File: src/rtl/spi_master_mc.sv
// spi_master_mc: processor-side SPI master for coprocessor slaves.
// A request/response handshake hands one DATA_W frame to a slave, selected
// by req_ss, in any CPOL/CPHA mode. The frame goes out MSB-first on mosi.
// The frame received from miso returns on rsp_data. An out-of-range select
// returns an error response without touching the bus.
// Optional build macro SPI_LOOPBACK_EN adds a loopback input. When it is
// high at accept, mosi feeds the receiver and every select stays high.
//
// Handshakes: a request is taken on a rising clock edge where both req_valid
// and req_ready are high. req_ready is high only in IDLE. rsp_valid is a
// one-cycle pulse that carries rsp_data/rsp_err. There is no back-pressure
// on the response side.
module spi_master_mc #(
  parameter int DATA_W = 32,
  parameter int NUM_SS = 3,
  parameter int DIV    = 2,
  localparam int SS_W  = (NUM_SS > 1) ? $clog2(NUM_SS) : 1
) (
  input  logic              clock,
  input  logic              reset,
`ifdef SPI_LOOPBACK_EN
  input  logic              loopback,
`endif
  input  logic              req_valid,
  output logic              req_ready,
  input  logic [SS_W-1:0]   req_ss,
  input  logic [1:0]        req_mode,
  input  logic [DATA_W-1:0] req_data,
  output logic              rsp_valid,
  output logic [DATA_W-1:0] rsp_data,
  output logic              rsp_err,
  output logic [NUM_SS-1:0] nss,
  output logic              sclk,
  output logic              mosi,
  input  logic              miso
);

  localparam int CNT_W  = (DIV > 1) ? $clog2(DIV) : 1;
  localparam int HALF_W = $clog2(2 * DATA_W);
  localparam logic [CNT_W-1:0]  CNT_LAST  = CNT_W'(DIV - 1);
  localparam logic [HALF_W-1:0] HALF_LAST = HALF_W'(2 * DATA_W - 1);
  localparam logic [SS_W:0]     SS_LIMIT  = (SS_W + 1)'(NUM_SS);

  typedef enum logic [2:0] {
    S_IDLE,
    S_SETUP,
    S_SHIFT,
    S_HOLD,
    S_DONE,
    S_ERR
  } state_t;

  state_t              state_q, state_d;
  logic [CNT_W-1:0]    cnt_q, cnt_d;       // cycle count within one DIV period
  logic [HALF_W-1:0]   half_q, half_d;     // sclk half-period index in SHIFT
  logic [1:0]          mode_q, mode_d;     // {CPOL, CPHA} of current transfer
  logic                lb_q, lb_d;         // current transfer is a loopback
  logic [DATA_W-1:0]   tx_q, tx_d;
  logic [DATA_W-1:0]   rx_q, rx_d;
  logic [NUM_SS-1:0]   nss_q, nss_d;
  logic                sclk_q, sclk_d;
  logic                mosi_q, mosi_d;
  logic                ready_q, ready_d;
  logic                rsp_valid_q, rsp_valid_d;
  logic                rsp_err_q, rsp_err_d;
  logic [DATA_W-1:0]   rsp_data_q, rsp_data_d;

  logic lb_in;
  logic sample_bit;
  logic leading;

`ifdef SPI_LOOPBACK_EN
  assign lb_in = loopback;
`else
  assign lb_in = 1'b0;
`endif

  // Receiver source: the master's own mosi in loopback, else the bus.
  assign sample_bit = lb_q ? mosi_q : miso;
  // The edge that ends an even half-period leaves the CPOL level.
  assign leading    = ~half_q[0];

  // Next-state and registered-output logic for the transfer sequencer.
  always_comb begin
    state_d     = state_q;
    cnt_d       = cnt_q;
    half_d      = half_q;
    mode_d      = mode_q;
    lb_d        = lb_q;
    tx_d        = tx_q;
    rx_d        = rx_q;
    nss_d       = nss_q;
    sclk_d      = sclk_q;
    mosi_d      = mosi_q;
    rsp_valid_d = 1'b0;
    rsp_err_d   = rsp_err_q;
    rsp_data_d  = rsp_data_q;

    case (state_q)
      S_IDLE: begin
        if (req_valid) begin
          mode_d = req_mode;
          lb_d   = lb_in;
          tx_d   = req_data;
          rx_d   = '0;
          cnt_d  = '0;
          half_d = '0;
          if ({1'b0, req_ss} >= SS_LIMIT) begin
            state_d = S_ERR;
          end else begin
            state_d = S_SETUP;
            sclk_d  = req_mode[1];
            mosi_d  = req_data[DATA_W-1];
            for (int i = 0; i < NUM_SS; i++) begin
              nss_d[i] = lb_in | (req_ss != SS_W'(i));
            end
          end
        end
      end

      S_ERR: begin
        rsp_valid_d = 1'b1;
        rsp_err_d   = 1'b1;
        rsp_data_d  = '0;
        state_d     = S_IDLE;
      end

      S_SETUP: begin
        if (cnt_q == CNT_LAST) begin
          cnt_d   = '0;
          state_d = S_SHIFT;
        end else begin
          cnt_d = cnt_q + 1'b1;
        end
      end

      S_SHIFT: begin
        if (cnt_q == CNT_LAST) begin
          cnt_d  = '0;
          sclk_d = ~sclk_q;
          // CPHA=0 samples on leading edges; CPHA=1 samples on trailing edges.
          if ((!mode_q[0] && leading) || (mode_q[0] && !leading)) begin
            rx_d = {rx_q[DATA_W-2:0], sample_bit};
          end
          // CPHA=1 keeps the MSB from SETUP over the first leading edge.
          if ((!mode_q[0] && !leading) ||
              (mode_q[0] && leading && (half_q != '0))) begin
            tx_d   = {tx_q[DATA_W-2:0], 1'b0};
            mosi_d = tx_q[DATA_W-2];
          end
          if (half_q == HALF_LAST) begin
            state_d = S_HOLD;
          end else begin
            half_d = half_q + 1'b1;
          end
        end else begin
          cnt_d = cnt_q + 1'b1;
        end
      end

      S_HOLD: begin
        if (cnt_q == CNT_LAST) begin
          cnt_d   = '0;
          state_d = S_DONE;
          nss_d   = '1;
          mosi_d  = 1'b0;
        end else begin
          cnt_d = cnt_q + 1'b1;
        end
      end

      S_DONE: begin
        rsp_valid_d = 1'b1;
        rsp_err_d   = 1'b0;
        rsp_data_d  = rx_q;
        state_d     = S_IDLE;
      end

      default: begin
        state_d = S_IDLE;
      end
    endcase

    ready_d = (state_d == S_IDLE);
  end

  // State and output registers; reset abandons any frame in flight.
  always_ff @(posedge clock or posedge reset) begin
    if (reset) begin
      state_q     <= S_IDLE;
      cnt_q       <= '0;
      half_q      <= '0;
      mode_q      <= 2'b00;
      lb_q        <= 1'b0;
      tx_q        <= '0;
      rx_q        <= '0;
      nss_q       <= '1;
      sclk_q      <= 1'b0;
      mosi_q      <= 1'b0;
      ready_q     <= 1'b1;
      rsp_valid_q <= 1'b0;
      rsp_err_q   <= 1'b0;
      rsp_data_q  <= '0;
    end else begin
      state_q     <= state_d;
      cnt_q       <= cnt_d;
      half_q      <= half_d;
      mode_q      <= mode_d;
      lb_q        <= lb_d;
      tx_q        <= tx_d;
      rx_q        <= rx_d;
      nss_q       <= nss_d;
      sclk_q      <= sclk_d;
      mosi_q      <= mosi_d;
      ready_q     <= ready_d;
      rsp_valid_q <= rsp_valid_d;
      rsp_err_q   <= rsp_err_d;
      rsp_data_q  <= rsp_data_d;
    end
  end

  assign req_ready = ready_q;
  assign rsp_valid = rsp_valid_q;
  assign rsp_data  = rsp_data_q;
  assign rsp_err   = rsp_err_q;
  assign nss       = nss_q;
  assign sclk      = sclk_q;
  assign mosi      = mosi_q;

endmodule
File: config.mk
export PLATFORM = sky130hd
export DESIGN_NAME = spi_master_mc
export DESIGN_NICKNAME = d
export VERILOG_FILES = /design/src/rtl/spi_master_mc.sv
export SDC_FILE = /design/constraint.sdc
export NUM_CORES = 1
export LEC_CHECK = 0
export CORE_ASPECT_RATIO = 2
export CORE_UTILIZATION = 35
export CTS_CLUSTER_SIZE = 25
export DETAILED_ROUTE_END_ITERATION = 10
export GPL_TIMING_DRIVEN = 0
export PLACE_DENSITY = 0.69
export SYNTH_ARGS = -nofsm -noshare
export SYNTH_HDL_FRONTEND = slang
export SYNTH_SLANG_ARGS = --single-unit
File: constraint.sdc
create_clock -name clock -period 3.8 [get_ports clock]
set_clock_uncertainty 0.05 [all_clocks]
set_input_delay 0.76 -clock clock [delete_from_list [all_inputs] [get_ports clock]]
set_output_delay 0.76 -clock clock [all_outputs]
set_load 0.005 [all_outputs]
**After elaboration in Yosys (flattened, before gate mapping)**

Index checks and enable logic that the tools add are counted.
Widths: inputs -> output; s select.

- Flip-flop bits (word level): 114
- Bits of input ports: 40
- Output and inout bits: 40
- Logic and storage cells: 99

- $add $sub $neg: 2
- Order comparisons: 1
- Equality and inequality tests: 15
- Multiplexer cells: 39
- Bitwise logic cells: 2
- Reduce and logical (&&, ||, !) cells: 27

Operator list:

| cell | count |
|---|---|
| $pmux 32 s2 | 2 |
| $mux 32 | 3 |
| $mux 31 | 3 |
| $pmux 31 s2 | 1 |
| $mux 3 | 9 |
| $reduce_and 4->1 | 5 |
| $mux 6 | 3 |
| $ne 2x2->1 const B | 8 |
| $pmux 3 s4 | 1 |
| $pmux 6 s2 | 1 |
| $mux 1 | 11 |
| $reduce_bool 2->1 | 5 |
| $add 6x1->6 const B | 1 |
| $eq 3x2->1 const B | 2 |
| $eq 3x3->1 const B | 2 |
| $eq 6x6->1 const B | 1 |
| $logic_not 3->1 | 2 |
| $pmux 1 s2 | 3 |
| $pmux 3 s2 | 1 |
| $reduce_and 6->1 | 1 |
| $reduce_bool 6->1 | 1 |
| $logic_and 1x1->1 | 5 |
| $reduce_and 2->1 | 2 |
| $eq 3x1->1 const B | 1 |
| other kinds (10) | 12 |

**Logic depth before layout (Yosys ltp)**

- Depth in word-level cells: 7
- Gate-level depth with buffers: 8
- Gate-level depth less buffers: 6

**Worst setup path after synthesis**

Ideal clock, no wire load.

- Kind: input -> register
- Start point: input req_valid
- End point: register tx_q[10]
- Library setup time: 0.125 ns
- Arrival: 1.825 ns
- Data required time: 3.625 ns
- Setup slack: 1.800 ns
- Stages: 5
- Buffers on the path: 1
- Cells stage by stage: mux2_2 -> nand2_1 -> a21o_2 -> buf_6 -> mux2_4

- Longest elaborated chain between the ends: 2

RTL lines:

| item | RTL line | source |
|---|---|---|
| start, declared | 24 | `input logic req_valid,` |
| $ne 2x2->1 (no line) | n/a |  |
| $reduce_and 4->1 (no line) | n/a |  |
| end signal, assigned | 210 | `tx_q <= tx_d;` |
| end, declared | 58 | `logic [DATA_W-1:0] tx_q, tx_d;` |

Every way passes these cells.
A chain may end at the register's enable or synchronous reset.

**Worst setup path in the final report**

- Start point: input req_valid
- End point: register tx_q[15]

The elaborated chain is that of the path after synthesis.

==> flow_summary.toml <==
[final_layout]
fill_cells = 1322
syn_to_final_growth_pct = 32.21
layout.cells.non_filler = 781
num_antenna_cells = 0
drive_above_1_share = 0.2167
nets = 617
postLayoutCellArea_um2 = 7097

[placement]
dpl-instance-area_um2 = 6466
dp.cells = 749
hpwl_mm = 8.313
port_buffers = 79
gp_congestion = 0.7516

[sta]
timing.setup.tns_ns = 0
min_period_ns = 2.275
rsz0062_at_grt = "false"
slew_viol_final = 0
finalHoldViolations = 0
max_clock_freq_mhz = 439.5
tightest_slew_ns = 0.5354
finalSetupViolCount = 0
slew_headroom = 0.6415
finalCritPeriodShare = 0.5988
fin_hold_ws_ns = 0.4250

[clock_tree]
clock_latency_ns = 0.42
htree_levels = 4
path_clk_slew_ns = 0.05
clockBufferDepth = 2
ctsRootBufferMaster = "clkbuf_16"
postCtsResizedCells = 0
holdBufCountCts = 0
post-cts-setup-buffers = 0
cts_buffers = 17
cts_tree = "built"
cts_num_sinks = 114

[job]
maxCapViolCount = 0

[logic_synthesis]
syn_avg_cell_area_um2 = 11.37
synth-main-ff-cell = "dfrtp_1"
yosys.area_share.simple = 0.1394
yosysSeqAreaShare = 0.5324
yosys-top-cells-area = "dfrtp_1 (51%), mux2_4 (11%), mux2_2 (5.9%)"
synth_nets = 516
synth.area.mux_share = 0.1967
synth-async-reset-ratio = 1.000
synth-compound-area-share = 0.07855
synthAdderAreaFrac = 0.009324
yosysUniqueCellTypes = 42
postSynthCellCount = 472
yosysTopAreaCell = "dfrtp_1"
synth-edff-count = 0
syn_area_um2 = 5368
synth_top_family_by_area = "multiplexers"
synth_xor_area_frac = 0.001632
yosysWarnings = 0
synth_top_area_share = 0.5128
ys_seq_elements = 114

[routing]
met1_length_mm = 4.318
dr.pass1.iters = 4
vias_per_cell = 4.754
drt_iter0_drc = 130
vias = 3713
wl_per_cell_um = 14.36
ant_nets = 0
met3_length_um = 379
post-route-drc-count = 0
routed.top_layer = "met4"
wl_met2_mm = 6.325
routed_wl_mm = 11.22

[grt]
overflow = 0
grt_pass1_wl_mm = 18.92
grt_pass1_vias = 3895
antenna_found_initial = 0
grt_usage = 0.1583
grt_max_degree = 42

[worst_hold_path]
hold_path.class = "register to register"

[worst_setup_path]
crit_path_end_kind = "register"
crit_path_max_fanout = 10
crit_family = "buffers and inverters"
max_stage_delay_ns = 0.46
crit_buf_inv = 2
critPathLaunchType = "input port"
arrival_ns = 2.52
cp_cell_sequence = "clkdlybuf4s50_1, mux2_2, nand2_1, a21o_2, buf_6, mux2_4"
crit_type = "input port to register"
crit_path_top_delay_cell = "clkdlybuf4s50_1"
cp.required_ns = 4.05

[floorplan]
fp.dieW_um = 89.57
dieHeight_um = 177.1
rows = 63
die-area_um2 = 15870
fp.coreArea_um2 = 14900
ios = 80
initial_core_util = 0.3603

[power_and_ir_drop]
irDropWorstVdd_mv = 0.3665
power_density_nw_per_um2 = 724.3
leakagePower_uw = 0.003197

[run_status]
outcome = "finished clean"
-- cell usage in the layout, fill, tap and decap left out, types with 3 or more instances in the layout --
cell type,synthesis,layout
a21oi_1,6,6
buf_12,1,4
buf_2,5,5
buf_4,5,5
buf_6,6,6
bufinv_16,0,4
clkbuf_1,12,13
clkbuf_16,0,17
clkdlybuf4s50_1,0,79
clkinv_4,0,3
clkinvlp_4,0,3
dfrtp_1,110,110
dfstp_2,4,4
ha_1,4,4
inv_1,8,7
inv_6,0,4
mux2_2,28,28
mux2_4,38,38
mux2i_1,17,17
nand2_1,83,83
nand2b_1,36,36
nand3_1,5,5
nor2_1,18,18
o21ai_0,55,55
o31ai_1,3,3
or4_1,3,3
-- final cells by class --
cell class / instances / area (um^2) / share of cell area
Timing Repair Buffer: 82 / 850.8 / 0.1199
Clock buffer: 18 / 429.2 / 0.06047
Buffer: 29 / 195.2 / 0.02750
Multi-Input combinational cell: 321 / 2285 / 0.3219
Sequential cell: 114 / 2858 / 0.4027
Tap cell: 195 / 244.0 / 0.03438
Inverter: 8 / 33.78 / 0.004760
Clock inverter: 14 / 201.4 / 0.02839
-- worst paths after layout --
kind                                   start            to  slack (ns)  cells after the start
worst max-delay path               req_valid      tx_q[15]        1.52                      6
worst min-delay path            rsp_data[23]  rsp_data[23]        0.42                      2
worst max register to register    state_q[2]      tx_q[15]        1.60                      5
worst min register to register  rsp_data[23]  rsp_data[23]        0.42                      2
max in group asynchronous              reset   rsp_data[0]        2.20                      5
min in group asynchronous              reset  rsp_data[16]        0.56                      2
-- per-layer routing --
metal / vias up / GRT usage
li1: 1803 / -
met1: 1808 / 0.1708
met2: 82 / 0.2882
met3: 20 / 0.04291
met4: 0 / 0.05225
met5: - / 0
-- sequential cells by signal, indices dropped and copies added (netlist names) --
signal and flops:
rx_q 32, sclk 1, cnt_q 1, mosi 1, req_ready 1, half_q 6, tx_q 31, nss 3
rsp_valid 1, rsp_data 32, rsp_err 1, mode_q 1, state_q 3
-- tightest hold or removal path, delay by kind of cell, from the launching register on --
family	cells	cell delay (ns)
AO/OA/AOI/OAI	1	0.06
AND/OR/NAND/NOR	1	0.04
flip-flops	1	0.34
-- where the power goes --
group,internal (uW),switching (uW),leakage [uW]
sequential,1490,164,0.00150
clock,1110,608,0.000302
combinational,977,797,0.00139
total,3570,1570,0.00320
-- per-stage QoR --
| stage | utilization | total power [uW] | setup slack [ns] |
|---|---|---|---|
| finish | 0.4764 | 5140 | 1.525 |
| global route | 0.4764 | 5420 | 1.449 |
| CTS | 0.4764 | 5204 | 1.520 |
| detailed placement | 0.4340 | 3464 | 1.108 |
| global placement | 0.4300 | 3401 | 0.5209 |
| floorplan | - | 2992 | 1.608 |
-- Yosys cell counts, types with 2 or more instances --
master and number:
dfstp_2 4, clkbuf_1 12, nand3_1 5, buf_4 5
dfrtp_1 110, nand2b_1 36, ha_1 4, nor2_1 18
mux2i_1 17, or3b_1 2, mux2_2 28, a21oi_1 6
nand2_1 83, and2_1 2, buf_2 5, or4_1 3
mux2_4 38, o31ai_1 3, o21ai_0 55, o211ai_1 2
inv_1 8, buf_6 6
-- cells by family after synthesis --
family | Yosys count
compound gates | 75
xor+xnor | 1
fa+ha+maj | 4
buf+inv | 37
flops | 114
mux | 83
simple gates | 158
No activity file was read; power rests on OpenSTA's default activity.
